===== config.mk =====
export PLATFORM = sky130hd
export DESIGN_NAME = led_pattern_gen
export DESIGN_NICKNAME = d
export VERILOG_FILES = /design/src/rtl/led_pattern_pkg.sv /design/src/rtl/led_pattern_gen_tick_prescaler.sv /design/src/rtl/led_pattern_gen.sv
export SDC_FILE = /design/constraint.sdc
export NUM_CORES = 1
export LEC_CHECK = 0
export ABC_AREA = 1
export BUFFER_PORTS_ARGS = -buffer_cell sky130_fd_sc_hd__buf_2
export CAP_MARGIN = 20
export CORE_MARGIN = 2
export CORE_UTILIZATION = 55
export CTS_BUF_LIST = sky130_fd_sc_hd__clkbuf_8
export CTS_CLUSTER_SIZE = 16
export DETAILED_ROUTE_END_ITERATION = 7
export PLACE_DENSITY = 0.73
export RECOVER_POWER = 50
export SYNTH_ARGS = -nofsm -noshare
export SYNTH_HDL_FRONTEND = slang
export SYNTH_HIERARCHICAL = 1
export SYNTH_SLANG_ARGS = --single-unit

===== constraint.sdc =====
create_clock -name CLK -period 3.9 [get_ports CLK]
set_input_delay 0.585 -clock CLK [delete_from_list [all_inputs] [get_ports CLK]]
set_output_delay 0.585 -clock CLK [all_outputs]
set_load 0.05 [all_outputs]

===== src/rtl/led_pattern_pkg.sv =====
// Shared definitions for the LED pattern generator: mode codes, direction
// constants and the per-mode seed value loaded on reset and on mode change.
package led_pattern_pkg;

  typedef enum logic [1:0] {
    MODE_JOHNSON = 2'd0,
    MODE_RING    = 2'd1,
    MODE_BOUNCE  = 2'd2,
    MODE_COUNT   = 2'd3
  } mode_t;

  // Direction encoding shared by the dir input and the internal bounce state.
  localparam logic DIR_LEFT  = 1'b0;
  localparam logic DIR_RIGHT = 1'b1;

  // The seed is returned at a fixed maximum width; callers size-cast it down.
  localparam int SEED_W = 64;

  // Starting pattern for a mode: one-hot bit 0 for the rotating patterns,
  // all-zero for the Johnson counter and the binary counter.
  function automatic logic [SEED_W-1:0] seed(input mode_t mode, input int width);
    logic [SEED_W-1:0] s;
    s = '0;
    if ((width >= 1) && ((mode == MODE_RING) || (mode == MODE_BOUNCE))) begin
      s = SEED_W'(1);
    end
    return s;
  endfunction

endpackage


===== src/rtl/led_pattern_gen_tick_prescaler.sv =====
// Step-rate prescaler: divides CLK by max(DIV >> speed, 1) and raises adv in
// the cycle whose edge should advance the pattern.
import led_pattern_pkg::*;

module tick_prescaler #(
  parameter int DIV   = 25_000_000,
  parameter int DIV_W = $clog2(DIV + 1)
) (
  input  logic       CLK,
  input  logic       rst,
  input  logic       en,
  input  logic       clr,
  input  logic [2:0] speed,
  output logic       adv
);

  localparam logic [DIV_W-1:0] DIV_V = DIV_W'(DIV);
  localparam logic [DIV_W-1:0] ONE   = DIV_W'(1);

  logic [DIV_W-1:0] count;
  logic [DIV_W-1:0] shifted;
  logic [DIV_W-1:0] period;
  logic             at_end;

  // Current period, clamped to one cycle when the shift empties DIV.
  // NOTE: every always_comb output gets a default on every path so no latch is inferred.
  always_comb begin
    shifted = DIV_V >> speed;
    period  = (shifted == '0) ? ONE : shifted;
  end

  // Using >= rather than == means a mid-period speed-up fires on the next
  // edge instead of wrapping the whole counter range.
  assign at_end = (count >= (period - ONE));
  assign adv    = en && !clr && at_end;

  // Period counter; a mode change restarts it so the first advance of the new
  // mode lands a full period later. Pause simply holds it.
  // NOTE: sequential state uses non-blocking assignments only, so every register samples pre-edge values.
  always_ff @(posedge CLK) begin
    if (!rst) begin
      count <= '0;
    end else if (clr) begin
      count <= '0;
    end else if (en) begin
      count <= at_end ? '0 : (count + ONE);
    end
  end

endmodule


===== src/rtl/led_pattern_gen.sv =====
// LED pattern generator: steps a Johnson, ring, bounce or binary-count pattern
// across a WIDTH-bit LED bank at a programmable rate, with pause and
// single-step control. WIDTH must be at least 2 and DIV at least 1.
import led_pattern_pkg::*;

module led_pattern_gen #(
  parameter int WIDTH = 18,
  parameter int DIV   = 25_000_000,
  parameter int DIV_W = $clog2(DIV + 1)
) (
  input  logic             CLK,
  input  logic             rst,
  input  logic             en,
  input  logic             step,
  input  logic [1:0]       mode,
  input  logic             dir,
  input  logic [2:0]       speed,
  output logic [WIDTH-1:0] pattern,
  output logic             tick
);

  mode_t            mode_q;
  mode_t            mode_in;
  logic             bounce_dir;
  logic             mode_chg;
  logic             adv;
  logic             do_step;
  logic [WIDTH-1:0] seed_val;
  logic [WIDTH-1:0] next_pattern;
  logic             next_bounce_dir;
  logic [WIDTH-1:0] shl;
  logic [WIDTH-1:0] shr;

  assign mode_in  = mode_t'(mode);
  assign mode_chg = (mode_in != mode_q);
  assign seed_val = WIDTH'(seed(mode_in, WIDTH));
  // A manual step only counts while paused; while running it is ignored.
  assign do_step  = step && !en;

  tick_prescaler #(
    .DIV   (DIV),
    .DIV_W (DIV_W)
  ) u_prescaler (
    .CLK   (CLK),
    .rst   (rst),
    .en    (en),
    .clr   (mode_chg),
    .speed (speed),
    .adv   (adv)
  );

  // Next pattern value for the registered mode; dir is sampled here at every
  // advance, so flipping it mid-sequence continues from the current value.
  always_comb begin
    next_pattern    = pattern;
    next_bounce_dir = bounce_dir;
    shl             = {pattern[WIDTH-2:0], 1'b0};
    shr             = {1'b0, pattern[WIDTH-1:1]};
    unique case (mode_q)
      MODE_JOHNSON: begin
        if (dir == DIR_LEFT) next_pattern = {pattern[WIDTH-2:0], ~pattern[WIDTH-1]};
        else                 next_pattern = {~pattern[0], pattern[WIDTH-1:1]};
      end
      MODE_RING: begin
        if (dir == DIR_LEFT) next_pattern = {pattern[WIDTH-2:0], pattern[WIDTH-1]};
        else                 next_pattern = {pattern[0], pattern[WIDTH-1:1]};
      end
      MODE_BOUNCE: begin
        // Direction flips on the step that lands on an end bit, so the ends
        // are shown once per sweep (sequence length 2W-2).
        if (bounce_dir == DIR_LEFT) begin
          next_pattern    = shl;
          next_bounce_dir = shl[WIDTH-1] ? DIR_RIGHT : DIR_LEFT;
        end else begin
          next_pattern    = shr;
          next_bounce_dir = shr[0] ? DIR_LEFT : DIR_RIGHT;
        end
      end
      MODE_COUNT: begin
        if (dir == DIR_LEFT) next_pattern = pattern + WIDTH'(1);
        else                 next_pattern = pattern - WIDTH'(1);
      end
      default: next_pattern = pattern;
    endcase
  end

  // Pattern, tick and mode tracking. Priority: reset, then mode change, then
  // an advance from the prescaler or a paused single step.
  always_ff @(posedge CLK) begin
    if (!rst) begin
      pattern    <= seed_val;
      tick       <= 1'b0;
      bounce_dir <= DIR_LEFT;
      mode_q     <= mode_in;
    end else if (mode_chg) begin
      pattern    <= seed_val;
      tick       <= 1'b0;
      bounce_dir <= DIR_LEFT;
      mode_q     <= mode_in;
    end else if (adv || do_step) begin
      pattern    <= next_pattern;
      tick       <= 1'b1;
      bounce_dir <= next_bounce_dir;
    end else begin
      tick       <= 1'b0;
    end
  end

endmodule


After elaboration in Yosys (flattened, before gate mapping)
Index checks and enable logic that the tools add are counted.

operators by class
  bitwise logic cells = 3
  shift operators = 1
  magnitude comparators = 1
  muxes and demuxes = 17
  reduce and logical (&&, ||, !) cells = 11
  $add $sub $neg = 4
  equality and inequality tests = 8

operators by type and width
  cell                                                                   number
  18-bit two-way mux                                                     7
  18-bit case mux with 4 select lines                                    1
  25-bit two-way mux                                                     2
  25-bit by 1-bit adder with 25-bit output (second input constant)       1
  25-bit greater-or-equal comparator                                     1
  25-bit logical NOT                                                     1
  25-bit by 3-bit >> shifter with 25-bit output (first input constant)   1
  25-bit by 1-bit subtractor with 25-bit output (second input constant)  1
  18-bit by 1-bit adder with 18-bit output (second input constant)       1
  18-bit by 1-bit subtractor with 18-bit output (second input constant)  1
  2-bit == test (second input constant)                                  3
  1-bit two-way mux                                                      5
  2-bit by 1-bit == test with 1-bit output (second input constant)       2
  2-bit two-way mux                                                      2
  1-bit logical AND                                                      3
  3-bit by 1-bit != test with 1-bit output (second input constant)       1
  1-bit NOT                                                              3
  1-bit logical NOT                                                      2
  2-bit logical NOT                                                      1
  1-bit logical OR                                                       2
  2-bit by 1-bit != test with 1-bit output (second input constant)       1
  2-bit != test                                                          1
  2-bit AND reduction                                                    1
  2-bit OR reduction                                                     1

storage, ports and cells
  logic and storage cells = 50
  input bits = 10
  flip-flop bits (word level) = 47

Longest topological paths before layout
  depth after elaboration = 10
  gate-level depth with buffers = 23
  gate-level depth less buffers = 22

Hierarchy
The synthesis kept the hierarchy.

modules (own cells, without submodules)
  module           cells each  sequential area each (um2)  area an instance (um2)  times used
  led_pattern_gen  425         640.6                       2592.5                  1
  tick_prescaler   329         500.5                       2168.3                  1

Least setup slack after synthesis
No wires, ideal clock.

  path kind = input port to flip-flop
  start point = input speed[1]
  end point = register pattern[0], enable pin
  required time = 3522 ps
  stages = 20
  path slack = 490 ps
  arrival = 3031 ps
  setup time = 378 ps
  buffers on the path = 1
  cells stage by stage = clkbuf_1 nand2_1 inv_1 nand2_1 ha_1 o21ai_0 mux2i_1 ha_1 inv_1 nor2_1 nand2_1 nor2_1 nand2_1 nand3_1 nor2_1 nand2_1 nand2_2 nor2_1 a21oi_1 nand2_1

between the ends
  word-level cells in the longest chain between the ends = 8

RTL lines
  item                                                  RTL line                              text
  start, declared                                       led_pattern_gen.sv:17                 input logic [2:0] speed,
  25-bit by 3-bit >> shifter with 25-bit output *       led_pattern_gen_tick_prescaler.sv:28  shifted = DIV_V >> speed;
  25-bit logical NOT                                    led_pattern_gen_tick_prescaler.sv:29  period = (shifted == '0) ? ONE : shifted;
  25-bit two-way mux *                                  led_pattern_gen_tick_prescaler.sv:29
  25-bit by 1-bit subtractor with 25-bit output *       led_pattern_gen_tick_prescaler.sv:34  assign at_end = (count >= (period - ONE));
  25-bit greater-or-equal comparator *                  led_pattern_gen_tick_prescaler.sv:34
  1-bit logical AND *                                   led_pattern_gen_tick_prescaler.sv:35  assign adv = en && !clr && at_end;
  via adv                                               led_pattern_gen.sv:26                 logic adv;
  1-bit logical OR *                                    led_pattern_gen.sv:100                end else if (adv || do_step) begin
  3-bit by 1-bit != test with 1-bit output (no line) *  --
  end signal, assigned                                  led_pattern_gen.sv:91                 pattern <= seed_val;
  end signal, assigned                                  led_pattern_gen.sv:96                 pattern <= seed_val;
  end signal, assigned                                  led_pattern_gen.sv:101                pattern <= next_pattern;
  end, declared                                         led_pattern_gen.sv:18                 output logic [WIDTH-1:0] pattern,

The timed path passes the listed nets; every way through them passes the cells marked *.
A chain may end at the register's enable or synchronous reset.

Final worst setup path
  start point = input dir
  end point = register pattern[0], data pin

between the ends
  word-level cells in the longest chain between the ends = 5
  elaborated cells between the ends (all ways) = 7
  those cells by class = 7 x mux

RTL lines
  item                                   RTL line                                                             text
  start, declared                        led_pattern_gen.sv:16                                                input logic dir,
  18-bit two-way mux (on tied branches)  led_pattern_gen.sv:80, led_pattern_gen.sv:61, led_pattern_gen.sv:65
  18-bit case mux with 4 select lines *  led_pattern_gen.sv:59                                                unique case (mode_q)
  18-bit two-way mux *                   led_pattern_gen.sv:100
  18-bit two-way mux *                   led_pattern_gen.sv:95                                                end else if (mode_chg) begin
  18-bit two-way mux *                   led_pattern_gen.sv:90                                                if (!rst) begin

Mark *: on every way between the ends. The rest lies on a longest branch, timed or not. The select of a mux whose other input is x is not followed.

==> summary.md <==
| Metric | Value |
|---|---|
| Vias in the first global route | `4488` |
| Syn Nets | `808` |
| Synth Flop Type | `dfxtp_1` |
| Max VDD drop | `0.150 mV` |
| Failing checks | `max-capacitance violations, max-slew violations` |
| Routed vias | `4746` |
| Post-synth EDFFs | `20` |
| Global-route wire length before repair | `20300 µm` |
| Root Buffer | `clkbuf_8` |
| H-Tree Depth | `2` |
| Part of the cycle the worst path needs | `84.6%` |
| Critical R2R Capture | `pattern[16]$_SDFFCE_PP0P_` |
| Crit path kind | `in -> reg` |
| Core Box Area | `8300 µm²` |
| Worst EP required | `3.96 ns` |
| DRC | `0` |
| Cell Rows | `33` |
| Ys async rst share | `0%` |
| Setup crit start | `dir` |
| Ports | `29` |
| Port Buffers | `28` |
| All-Layer GR Usage | `25.5%` |
| FF+latch area | `1140 µm²` |
| Max Freq | `303 MHz` |
| Max FO, Critical Path | `40` |
| Layout cells sized above 1 | `4.26%` |
| Die W | `97.0 µm` |
| Post-synth cell types | `41` |
| Final WL | `12000 µm` |
| Antenna cells | `0` |
| Synth Cell Area | `4760 µm²` |
| Slew HR | `-19.3%` |
| Hold Crit Class | `in -> reg` |
| Initial core utilization | `57.4%` |
| DR iter-0 viols | `285` |
| Via/cell ratio | `5.39` |
| Clock Latency Late Sink | `0.31 ns` |
| Top cell type's share of synthesized area | `16.4%` |
| Synth Register Bits | `47` |
| CTS resizes | `0` |
| Area leader, netlist | `nand2_1` |
| Maxcap violations | `1` |
| Final net count | `828` |
| Wire length per cell after detailed routing | `13.7 µm` |
| Setup tns final | `0 ns` |
| CTS Buffer Depth | `2` |
| Fin crit period | `3.30 ns` |
| Final Max Slew Viols | `41` |
| Clk_skew | `0.0160 ns` |
| Filler cells | `827` |
| Setup bufs post-CTS | `0` |
| RSZ-0062 raised after global routing | `false` |
| CTS Buf Count | `5` |
| Most frequent cells in the layout | `nand2_1, inv_1, nor2_1` |
| Total grt overflow | `0` |
| Commonest non-fill, non-tap cell in the layout | `nand2_1` |
| Die Area | `9420 µm²` |
| Crit path capture | `pattern[0]$_DFFE_PP_` |
| Post-DP HPWL | `9650 µm` |
| Largest net degree at the start of global routing | `41` |
| Depth of the worst register-to-register path | `14` |
| Status | `complete, but fails checks` |
| Power after layout | `1.35 mW` |
| Worst EP arrival | `3.36 ns` |
| Register area share after synthesis | `24.0%` |
| # setup viols final | `0` |
| Number of routed nets with antenna violations | `0` |
| Worst-Margin Slew | `1.79 ns` |
| GPL Wtd Cong | `0.979` |
| CTS sink cnt | `47` |
| Die height | `97.0 µm` |
| Syn Inst Count | `754` |
| Initial antenna violation count | `0` |
| DRT Pass-1 Iters | `5` |
| R2r startpoint | `u_prescaler/count[22]$_SDFFE_PP0P_` |
| Static Leakage | `2.55 nW` |
| Worst setup EP type | `flop` |
| Area growth syn-to-layout | `5.31%` |
| Fin. Hold Viols | `0` |
| Syn_area_per_cell | `6.31 µm²` |
| R2r setup slk | `1.46 ns` |
| Clk pin slew, worst setup/hold paths | `0.10 ns` |
| Synth area leaders | `nand2_1, edfxtp_1, dfxtp_1` |
| Number of synthesis warnings | `6` |
| Multi-input gate area | `3040 µm²` |
| Hold_buf cts | `0` |
| Power density cells | `270 nW/µm²` |
| CTS tree | `yes` |
| Element type at the critical path start | `primary input` |
[cells in the mapped netlist (3+ instances only)]
| master | count |
|---|---|
| xor2_1 | 13 |
| a21oi_1 | 55 |
| o211ai_1 | 7 |
| nor3_1 | 11 |
| buf_6 | 5 |
| nand2_1 | 208 |
| o22ai_1 | 3 |
| nor2_1 | 90 |
| buf_2 | 3 |
| edfxtp_1 | 20 |
| inv_1 | 116 |
| xnor2_1 | 7 |
| o21ai_0 | 38 |
| nand3_1 | 37 |
| or2_2 | 3 |
| nand3_2 | 4 |
| ha_1 | 43 |
| nand3b_1 | 10 |
| inv_2 | 4 |
| nand4_1 | 7 |
| dfxtp_1 | 27 |
| o21ai_1 | 7 |
| clkbuf_1 | 8 |
[report_power, final]
group | total [mW] | leakage [nW] | switching (mW) | internal (mW)
clock | 0.368 | 0.0548 | 0.175 | 0.193
combinational | 0.414 | 2.04 | 0.290 | 0.124
sequential | 0.570 | 0.450 | 0.0358 | 0.534
[worst max-delay path, stage by stage]
cell	delay (ns)
clkbuf_1	1.26
inv_1	0.73
o211a_1	0.43
nor4_1	0.29
a21oi_1	0.06
[area by class of cell]
cell class | count | area share [%]
clock buffers | 5 | 1.37
multi-input cells | 569 | 60.7
flip-flops and latches | 47 | 22.8
well taps | 105 | 2.62
clock inverters | 3 | 0.923
repair buffers | 29 | 2.37
inverters | 122 | 9.23
[registers in the layout, summed over array words and instances, names as in the netlist]
signal	cells
u_prescaler/count	25
pattern	18
tick	1
mode_q	2
bounce_dir	1
[worst min path at each step]
stage | to | startpoint | depth (start not counted) | slack [ns]
finish | mode_q[0]$_DFFE_PP_ | mode[0] | 1 | 0.55
global route | mode_q[0]$_DFFE_PP_ | mode[0] | 1 | 0.55
CTS | mode_q[0]$_DFFE_PP_ | mode[0] | 1 | 0.49
detailed placement | u_prescaler/count[24]$_SDFFE_PP0P_ | u_prescaler/count[24]$_SDFFE_PP0P_ | 2 | 0.54
global placement | u_prescaler/count[24]$_SDFFE_PP0P_ | u_prescaler/count[24]$_SDFFE_PP0P_ | 2 | 0.53
floorplan | u_prescaler/count[24]$_SDFFE_PP0P_ | u_prescaler/count[24]$_SDFFE_PP0P_ | 2 | 0.50
[stage by stage]
stage,hold WS (ns),utilization (%),instance area (µm²),instances,setup WS [ns]
finish,0.546,60.4,5010,880,0.601
global route,0.550,60.4,5010,880,0.216
CTS,0.485,60.9,5050,880,0.776
detailed placement,0.541,59.5,4940,872,0.448
global placement,0.533,59.5,4940,872,0.571
floorplan,0.501,-,4760,754,0.490
[layer usage]
layer	vias up	global-route usage [%]	wire length, µm
met5	-	0	0
met4	0	8.23	310
met3	24	2.82	530
met2	131	46.4	6080
met1	2113	31.3	5120
li1	2478	-	-
[cells by family after synthesis]
| logic type | count (synthesis) | synth area share (%) |
|---|---|---|
| DFF | 47 | 24.0 |
| AOI/OAI and AO/OA | 120 | 13.7 |
| and+or+nand+nor | 383 | 34.6 |
| buffers and inverters | 138 | 11.9 |
| muxes | 2 | 0.421 |
| xor gates and xnor gates | 20 | 3.68 |
| adders and majority gates | 44 | 11.7 |
Power figures use the tool's default switching activity.
